[config.mk]
export PLATFORM = sky130hd
export DESIGN_NAME = replica_sequencer
export DESIGN_NICKNAME = d
export VERILOG_FILES = /design/src/rtl/replica_sequencer.sv
export SDC_FILE = /design/constraint.sdc
export NUM_CORES = 1
export LEC_CHECK = 0
export ABC_AREA = 1
export CAP_MARGIN = 20
export CORE_ASPECT_RATIO = 1.4
export CORE_MARGIN = 2
export CORE_UTILIZATION = 27
export DETAILED_ROUTE_END_ITERATION = 16
export PLACE_DENSITY = 0.53
export SYNTH_ARGS = -nofsm -noshare
export SYNTH_HDL_FRONTEND = slang
export SYNTH_SLANG_ARGS = --single-unit
[constraint.sdc]
create_clock -name clk -period 2.9 [get_ports clk]
set_input_delay 0.435 -clock clk [delete_from_list [all_inputs] [get_ports clk]]
set_output_delay 0.435 -clock clk [all_outputs]
set_load 0.02 [all_outputs]
[src/rtl/replica_sequencer.sv]
// Iteration controller for the replica array: loads one opt per replica, fires run_command,
// replays every stored opt through run_distance and issues the SELF/FOLW metropolis commands.
module replica_sequencer #(
  parameter int unsigned REPLICA_NUM = 32,
  parameter int unsigned OPT_WAIT    = 6,
  parameter int unsigned DIST_WAIT   = 21,
  parameter int unsigned COM_W       = 2,
  parameter int unsigned EXCH_W      = 2
) (
  input  logic              clk,
  input  logic              reset,
  input  logic              start,
  input  logic              abort,
  input  logic [15:0]       iterations,
  input  logic [EXCH_W-1:0] exch_cmd,
  input  logic              gen_valid,
  output logic              gen_ready,
  input  logic [COM_W-1:0]  gen_com,
  input  logic [6:0]        gen_K,
  input  logic [6:0]        gen_L,
  output logic              set_opt,
  output logic              run_command,
  output logic              run_distance,
  output logic [COM_W-1:0]  opt_com,
  output logic [6:0]        K,
  output logic [6:0]        L,
  output logic [EXCH_W-1:0] c_exchange,
  output logic [EXCH_W-1:0] c_metropolis,
  output logic              busy,
  output logic              done,
  output logic [15:0]       iter_cnt
);

  localparam logic [EXCH_W-1:0] XC_NOP  = '0;
  localparam logic [EXCH_W-1:0] XC_SELF = EXCH_W'(1);
  localparam logic [EXCH_W-1:0] XC_FOLW = EXCH_W'(2);

  localparam logic [3:0] S_IDLE   = 4'd0;
  localparam logic [3:0] S_LOAD   = 4'd1;
  localparam logic [3:0] S_RUN    = 4'd2;
  localparam logic [3:0] S_OWAIT  = 4'd3;
  localparam logic [3:0] S_DISSUE = 4'd4;
  localparam logic [3:0] S_DWAIT  = 4'd5;
  localparam logic [3:0] S_METRO  = 4'd6;
  localparam logic [3:0] S_EXCH   = 4'd7;
  localparam logic [3:0] S_DONE   = 4'd8;

  localparam int unsigned SLOT_W   = (REPLICA_NUM > 1) ? $clog2(REPLICA_NUM) : 1;
  localparam int unsigned WAIT_MAX = (OPT_WAIT > DIST_WAIT) ? OPT_WAIT : DIST_WAIT;
  localparam int unsigned WAIT_W   = $clog2(WAIT_MAX + 1);
  localparam int unsigned OPT_W    = COM_W + 14;

  localparam logic [SLOT_W-1:0] LAST_SLOT = SLOT_W'(REPLICA_NUM - 1);
  localparam logic [WAIT_W-1:0] OW_LAST   = WAIT_W'(OPT_WAIT - 1);
  localparam logic [WAIT_W-1:0] DW_LAST   = WAIT_W'(DIST_WAIT - 1);

  logic [3:0]        state_q, state_d;
  logic [SLOT_W-1:0] slot_q, slot_d;
  logic [WAIT_W-1:0] wcnt_q, wcnt_d;
  logic [15:0]       iter_q, iter_d;
  logic [15:0]       iters_q, iters_d;
  logic [EXCH_W-1:0] exch_q, exch_d;
  logic              store_we;
  logic [OPT_W-1:0]  store_q [REPLICA_NUM];
  logic [OPT_W-1:0]  replay_opt;
  logic              replaying;

  always_comb begin
    state_d  = state_q;
    slot_d   = slot_q;
    wcnt_d   = wcnt_q;
    iter_d   = iter_q;
    iters_d  = iters_q;
    exch_d   = exch_q;
    store_we = 1'b0;
    case (state_q)
      S_IDLE: begin
        if (start && !abort) begin
          iters_d = iterations;
          exch_d  = exch_cmd;
          iter_d  = '0;
          slot_d  = '0;
          state_d = (iterations == 16'd0) ? S_DONE : S_LOAD;
        end
      end
      S_LOAD: begin
        if (gen_valid) begin
          store_we = 1'b1;
          if (slot_q == LAST_SLOT) state_d = S_RUN;
          else                     slot_d  = slot_q + SLOT_W'(1);
        end
      end
      S_RUN: begin
        slot_d  = '0;
        wcnt_d  = '0;
        state_d = S_OWAIT;
      end
      S_OWAIT: begin
        if (wcnt_q == OW_LAST) begin
          wcnt_d  = '0;
          state_d = S_DISSUE;
        end else begin
          wcnt_d = wcnt_q + WAIT_W'(1);
        end
      end
      S_DISSUE: begin
        wcnt_d  = '0;
        state_d = S_DWAIT;
      end
      S_DWAIT: begin
        if (wcnt_q == DW_LAST) begin
          wcnt_d  = '0;
          state_d = S_METRO;
        end else begin
          wcnt_d = wcnt_q + WAIT_W'(1);
        end
      end
      S_METRO: begin
        if (slot_q == LAST_SLOT) begin
          state_d = S_EXCH;
        end else begin
          slot_d  = slot_q + SLOT_W'(1);
          state_d = S_DISSUE;
        end
      end
      S_EXCH: begin
        // iter_q < iters_q always holds here, so the 16-bit increment cannot wrap
        iter_d  = iter_q + 16'd1;
        slot_d  = '0;
        state_d = ((iter_q + 16'd1) == iters_q) ? S_DONE : S_LOAD;
      end
      S_DONE:  state_d = S_IDLE;
      default: state_d = S_IDLE;
    endcase
    if (abort) begin
      state_d = S_IDLE;
      iter_d  = iter_q;
    end
  end

  always_ff @(posedge clk) begin
    if (!reset) begin
      state_q <= S_IDLE;
      slot_q  <= '0;
      wcnt_q  <= '0;
      iter_q  <= '0;
      iters_q <= '0;
      exch_q  <= XC_NOP;
    end else begin
      state_q <= state_d;
      slot_q  <= slot_d;
      wcnt_q  <= wcnt_d;
      iter_q  <= iter_d;
      iters_q <= iters_d;
      exch_q  <= exch_d;
    end
  end

  always_ff @(posedge clk) begin
    if (store_we) store_q[slot_q] <= {gen_com, gen_K, gen_L};
  end

  assign replay_opt = store_q[slot_q];
  assign replaying  = (state_q == S_DISSUE) || (state_q == S_DWAIT) || (state_q == S_METRO);

  always_comb begin
    gen_ready    = (state_q == S_LOAD);
    set_opt      = gen_ready && gen_valid;
    run_command  = (state_q == S_RUN);
    run_distance = (state_q == S_DISSUE);
    c_exchange   = run_command ? exch_q : XC_NOP;
    c_metropolis = XC_NOP;
    if (state_q == S_METRO) c_metropolis = XC_SELF;
    if (state_q == S_EXCH)  c_metropolis = XC_FOLW;
    busy     = (state_q != S_IDLE);
    done     = (state_q == S_DONE);
    iter_cnt = iter_q;
    opt_com  = '0;
    K        = '0;
    L        = '0;
    if (set_opt) begin
      opt_com = gen_com;
      K       = gen_K;
      L       = gen_L;
    end else if (replaying) begin
      {opt_com, K, L} = replay_opt;
    end
  end

endmodule

# ---- Word-level counts from Yosys, hierarchy flattened
# Memory sizes are Yosys's and may differ from the RTL's. A register that Yosys moved wholly into a read port is not among the register bits.
# Index checks and enable logic that the tools add are counted.
dict set report word_totals {
  memories 1
  ramBits 512
  register_bits 48
  output_inout_bits 42
  inputBits 39
  word_cells 80
}
dict set report classes {
  bitwise_logic 2
  n_mux 33
  addsub 3
  n_eq_ne 17
  reduce_logical 18
}
# memory words word_bits rd rd_ports_with_merged_regs wr line_no
set mem_list {}
lappend mem_list {store_q 32 16 1 1 1 64} ;# logic [OPT_W-1:0] store_q [REPLICA_NUM];
# operator n
set op_table {}
lappend op_table {{$mux W5} 7}
lappend op_table {{$pmux W16 S2} 1}
lappend op_table {{$pmux W4 S8} 1}
lappend op_table {{$mux W4} 7}
lappend op_table {{$mux W7} 4}
lappend op_table {{$pmux W5 S4} 1}
lappend op_table {{$add A16 B1 Y16 const B} 1}
lappend op_table {{$eq A16 B16 Y1} 1}
lappend op_table {{$eq A4 B3 Y1 const B} 4}
lappend op_table {{$logic_not A16 Y1} 1}
lappend op_table {{$mux W16} 1}
lappend op_table {{$pmux W5 S3} 1}
lappend op_table {{$add A5 B1 Y5 const B} 2}
lappend op_table {{$eq A5 B5 Y1 const B} 2}
lappend op_table {{$mux W2} 5}
lappend op_table {{$eq A4 B2 Y1 const B} 2}
lappend op_table {{$ne A2 B2 Y1 const B} 4}
lappend op_table {{$reduce_bool A4 Y1} 2}
lappend op_table {{$reduce_and A3 Y1} 2}
lappend op_table {{$reduce_or A2 Y1} 3}
lappend op_table {{$eq A5 B3 Y1 const B} 1}
lappend op_table {{$mux W1} 5}
lappend op_table {{$reduce_and A5 Y1} 1}
lappend op_table {{$eq A4 B1 Y1 const B} 1}
lappend op_table {{10 further kinds} 13}

# ---- Depth between registers and ports, before layout
dict set report logic_depth {
  depth_word 6
  mapped_depth 16
  mapped_depth_nobuf 16
}

# ---- Worst setup path before layout
# OpenSTA, ideal clock, no wires.
dict set report synth_timing {
  path_kind {flip-flop to flip-flop}
  start {reg state_q[0]}
  end {mem store_q[10][0] (netlist bit), enable pin}
  slack_ns 0.623
  arrival_time_ns 1.888
  t_required_ns 2.512
  n_path_buf 1
  path_stages_with_launch 8
  setup_time_ns 0.388
  period_less_slack_ns 2.277
  path_cell_list {dfxtp_1 inv_1 nor2_1 nand2_1 nor2_1 buf_2 nand2_1 nor2_1}
}
dict set report synth_via {
  elab_chain_cells 4
}
# item line_no
set synth_lines {}
lappend synth_lines {{from (decl)} 57} ;# logic [3:0] state_q, state_d;
lappend synth_lines {{from (signal assigned)} 150} ;# state_q <= state_d;
lappend synth_lines {{$eq A4 B1 Y1} 76} ;# case (state_q)
lappend synth_lines {{$mux W1} 76}
lappend synth_lines {{$mux W1} 160} ;# if (store_we) store_q[slot_q] <= {gen_com, gen_K, gen_L};
lappend synth_lines {{$mux W1 (not written as such)} 160}
lappend synth_lines {{to (decl)} 64}
# No other way between the ends.

==> flow_summary.json <==
{
  "status": "finished with violations",
  "violations_in_the_final_reports": "negative setup slack",
  "rrSetupSlack_ps": 510,
  "wl_per_cell_um": 20.7,
  "drtAntennaViolNets": 0,
  "critical_path.top_delay_family": "compound AO/OA/AOI/OAI gates",
  "row_count": 127,
  "ws_path_type": "register to primary output",
  "worst_slew_margin_rel_pct": 55.7,
  "timing.hold.worst_path_depth": 3,
  "vias_per_cell": 4.94,
  "worstSetupEndpointType": "primary output",
  "p_clk_share_pct": 40.5,
  "drive_above_1_share_pct": 16.7,
  "timing_worst_slew_pin_value_ps": 664,
  "endpoint_with_the_worst_hold_slack": "iters_q[1]$_SDFFE_PN0P_",
  "worst_setup_slack_post_dpl_ps": -236,
  "drv_slew": 0,
  "place.port_buffers": 80,
  "antennaDiodeCount": 0,
  "power-per-cell-area_nw_per_um2": 614,
  "most_repeated_cell_in_the_gate_level_netlist_after_synthesis": "sky130_fd_sc_hd__edfxtp_1",
  "met1_usage_pct": 18.2,
  "worst_reg2reg_path_endpoint": "store_q[22][6]$_DFFE_PP_",
  "ctsHoldBuffers": 0,
  "data_required_time_at_the_worst_endpoint_ps": 2470,
  "postLayoutCoreUtil_pct": 34.2,
  "grt_pass1_wl_mm": 102,
  "synth-seq-cells": 565,
  "first_global_vias": 16483,
  "globalRoute.busiestLayer": "met2",
  "rr_startpoint": "state_q[0]$_SDFFE_PP0P_",
  "synth_ff_type": "sky130_fd_sc_hd__edfxtp_1",
  "p_switching_w": 0.00421,
  "final_worst_slack_ps": -253,
  "ys_warn_count": 0,
  "worstSetupStartpointType": "register",
  "htree_num_levels": 2,
  "total_global_route_track_usage_pct": 15.3,
  "antenna_found_initial": 0,
  "synth_enable_flop_cells": 512,
  "period_share_pct": 109,
  "skew_ps": 40.2,
  "clkSinkCount": 565,
  "swShare_pct": 23.5,
  "met3_usage_pct": 2.18,
  "internal_power_contribution_w": 0.0137,
  "synth_nets": 2044,
  "timing.critical_path.fanout_max": 21,
  "synth_common_cells": "512 x sky130_fd_sc_hd__edfxtp_1, 398 x sky130_fd_sc_hd__nor2_1, 339 x sky130_fd_sc_hd__o21ai_0",
  "worst_ep_arrival_time_ps": 2720,
  "path_buf_inv": 3,
  "cell_count_after_synthesis": 1997,
  "gp_routability_congestion": 0.804,
  "fin_crit_ps": 3150,
  "fillCellCount": 8439,
  "synthDistinctLibCells": 42,
  "grt_start_max_net_pins": 47,
  "synth_largest_type_area_fraction_pct": 66.1,
  "floorplan.core_area_um2": 85500,
  "report.final.hold_viol_count": 0,
  "insertion_delay_ps": 640,
  "fp.dieArea_um2": 88600,
  "tns_ps": -2690,
  "dp_hpwl_mm": 42.8,
  "ir_drop_uv": 467,
  "worst-r2r-cell-count": 8,
  "clock.fmax_mhz": 317,
  "power.leakage_nw": 9.76,
  "hold_path.startpoint": "iterations[1]",
  "cts-buffers-inserted": 58,
  "detailroute.via_count": 16551,
  "hold_ws_ps": 390,
  "synth-async-reset-ratio_pct": 0,
  "post_synth_main_area_contributors": "sky130_fd_sc_hd__edfxtp_1 66%, sky130_fd_sc_hd__o21ai_0 7.3%, sky130_fd_sc_hd__nor2_1 6.4%",
  "number_of_iterations_in_the_first_detailed_routing_pass": 5,
  "boundaryPins": 81,
  "max-clock-path-buffers": 3,
  "critPathMaxStageDelay_ps": 470,
  "rsz_0062_raised_after_global_routing": "true",
  "drt_iter0_drc": 1371,
  "relative_area_change_from_synthesis_to_final_layout_pct": 25.7,
  "timing.hold.worst.class": "primary input to register",
  "maxCapViolations": 0,
  "comb_power_share_pct": 9.7,
  "finalSetupViolCount": 16,
  "p_seq_share_pct": 49.8,
  "gr-total-overflow": 0,
  "fp.dieW_um": 252,
  "synth.avg_cell_area_um2": 11.6,
  "mappedNetlistArea_um2": 23300,
  "route.final.wire_length_mm": 69.5,
  "global_route.usage.met2_pct": 28.0,
  "die_h_um": 351,
  "clk_transition_reported_paths_ps": 60,
  "finish.net_count": 2253,
  "worstPathCellList": "inv_8, bufbuf_16, o21ai_0, o22ai_1, o21ai_0, o22ai_1, o21ai_1, o21ai_1, buf_4",
  "detail_route.drc_violations": 0,
  "synth.largest_area_cell": "sky130_fd_sc_hd__edfxtp_1",
  "synth-seq-area-share_pct": 70.6,
  "tritoncts_clock_tree": "built",
  "cp_slowest_cell": "sky130_fd_sc_hd__dfxtp_4",
  "initial_util_pct": 27.2,
  "clock_tree.root_cell": "sky130_fd_sc_hd__clkbuf_16"
}
cell type report:
class,instances,area (um2),area share (%)
Clock inverter,29,282,0.963
Sequential cell,565,16400,56.3
Timing Repair Buffer,266,3010,10.3
Inverter,85,332,1.13
Tap cell,1096,1370,4.69
Clock buffer,77,1550,5.32
Multi-Input combinational cell,1230,6240,21.3
what timing repair did:
action	4_1_cts	5_1_grt
gates resized for setup	218	45
pin swaps	32	25
setup endpoints to repair	17	16
buffers inserted	10	3
gates cloned	8	1
cell usage in the layout (no fill, tap or decap), types with 8 or more instances in the layout:
cell	n
sky130_fd_sc_hd__inv_1	78
sky130_fd_sc_hd__clkdlybuf4s50_1	63
sky130_fd_sc_hd__buf_4	126
sky130_fd_sc_hd__clkbuf_16	60
sky130_fd_sc_hd__o22ai_1	136
sky130_fd_sc_hd__nand2_2	9
sky130_fd_sc_hd__o22ai_2	9
sky130_fd_sc_hd__or2_1	9
sky130_fd_sc_hd__dfxtp_1	50
sky130_fd_sc_hd__clkbuf_1	17
sky130_fd_sc_hd__o21ai_1	87
sky130_fd_sc_hd__nand3_1	44
sky130_fd_sc_hd__a21oi_1	41
sky130_fd_sc_hd__buf_6	17
sky130_fd_sc_hd__clkinv_1	16
sky130_fd_sc_hd__o21ai_0	257
sky130_fd_sc_hd__nor2_1	379
sky130_fd_sc_hd__o211ai_1	12
sky130_fd_sc_hd__buf_16	8
sky130_fd_sc_hd__buf_12	39
sky130_fd_sc_hd__ha_1	8
sky130_fd_sc_hd__edfxtp_1	512
sky130_fd_sc_hd__o21ai_2	30
sky130_fd_sc_hd__nand2_1	133
sky130_fd_sc_hd__nor2_2	24
sky130_fd_sc_hd__nand4_1	10
cell families (layout without fill, tap and decap cells):
group,after synthesis,count (layout),share of synthesized area (%)
simple gates,629,629,11.1
compound gates,586,586,13.8
flops,565,565,70.6
buf+inv,202,457,3.71
fa+ha+maj,8,8,0.430
xor+xnor,7,7,0.328
state kept, by name, indices dropped and copies added (netlist names), named ones only:
register,flops
exch_q,2
iter_cnt,16
iters_q,16
slot_q,5
state_q,4
store_q,512
wcnt_q,5
power groups by stage:
stage / clock network [W] / logic, W / registers (W)
5_1_grt: 0.00771 / 0.00190 / 0.00893
6_report: 0.00726 / 0.00175 / 0.00894
3_5_place_dp: 0 / 0.00151 / 0.00910
4_1_cts: 0.00741 / 0.00172 / 0.00893
2_1_floorplan: 0 / 0.000788 / 0.00909
3_3_place_gp: 0 / 0.00150 / 0.00910
per-layer routing:
metal  vias to the layer above  part of all wire, %
met5                         -                    0
met4                         0                  3.5
met3                       132                  5.1
met2                       545                   51
met1                      8205                   40
li1                       7669                    -
worst max-delay path by stage:
stage / endpoint / start / depth (start not counted)
detailed placement: L[5] / register / 10
floorplan: store_q[10][0]$_DFFE_PP_ / state_q[0]$_SDFFE_PP0P_ / 7
finish: K[1] / register / 9
CTS: L[2] / register / 11
global route: L[3] / register / 11
global placement: L[0] / register / 9
tightest hold or removal path: cells and delay by family:
family                 cells  cell delay [ps]
AOI/OAI and AO/OA          1               60
buffers and inverters      2              460
per-stage QoR:
step | area, um2 | cells | total power (W)
finish | 29200 | 3348 | 0.0179
global route | 29200 | 3348 | 0.0185
CTS | 29100 | 3345 | 0.0181
global placement | 26700 | 3222 | 0.0106
floorplan | 23300 | 1997 | 0.00988
detailed placement | 26700 | 3222 | 0.0106
Note: power is estimated with default switching activity, not from simulation.
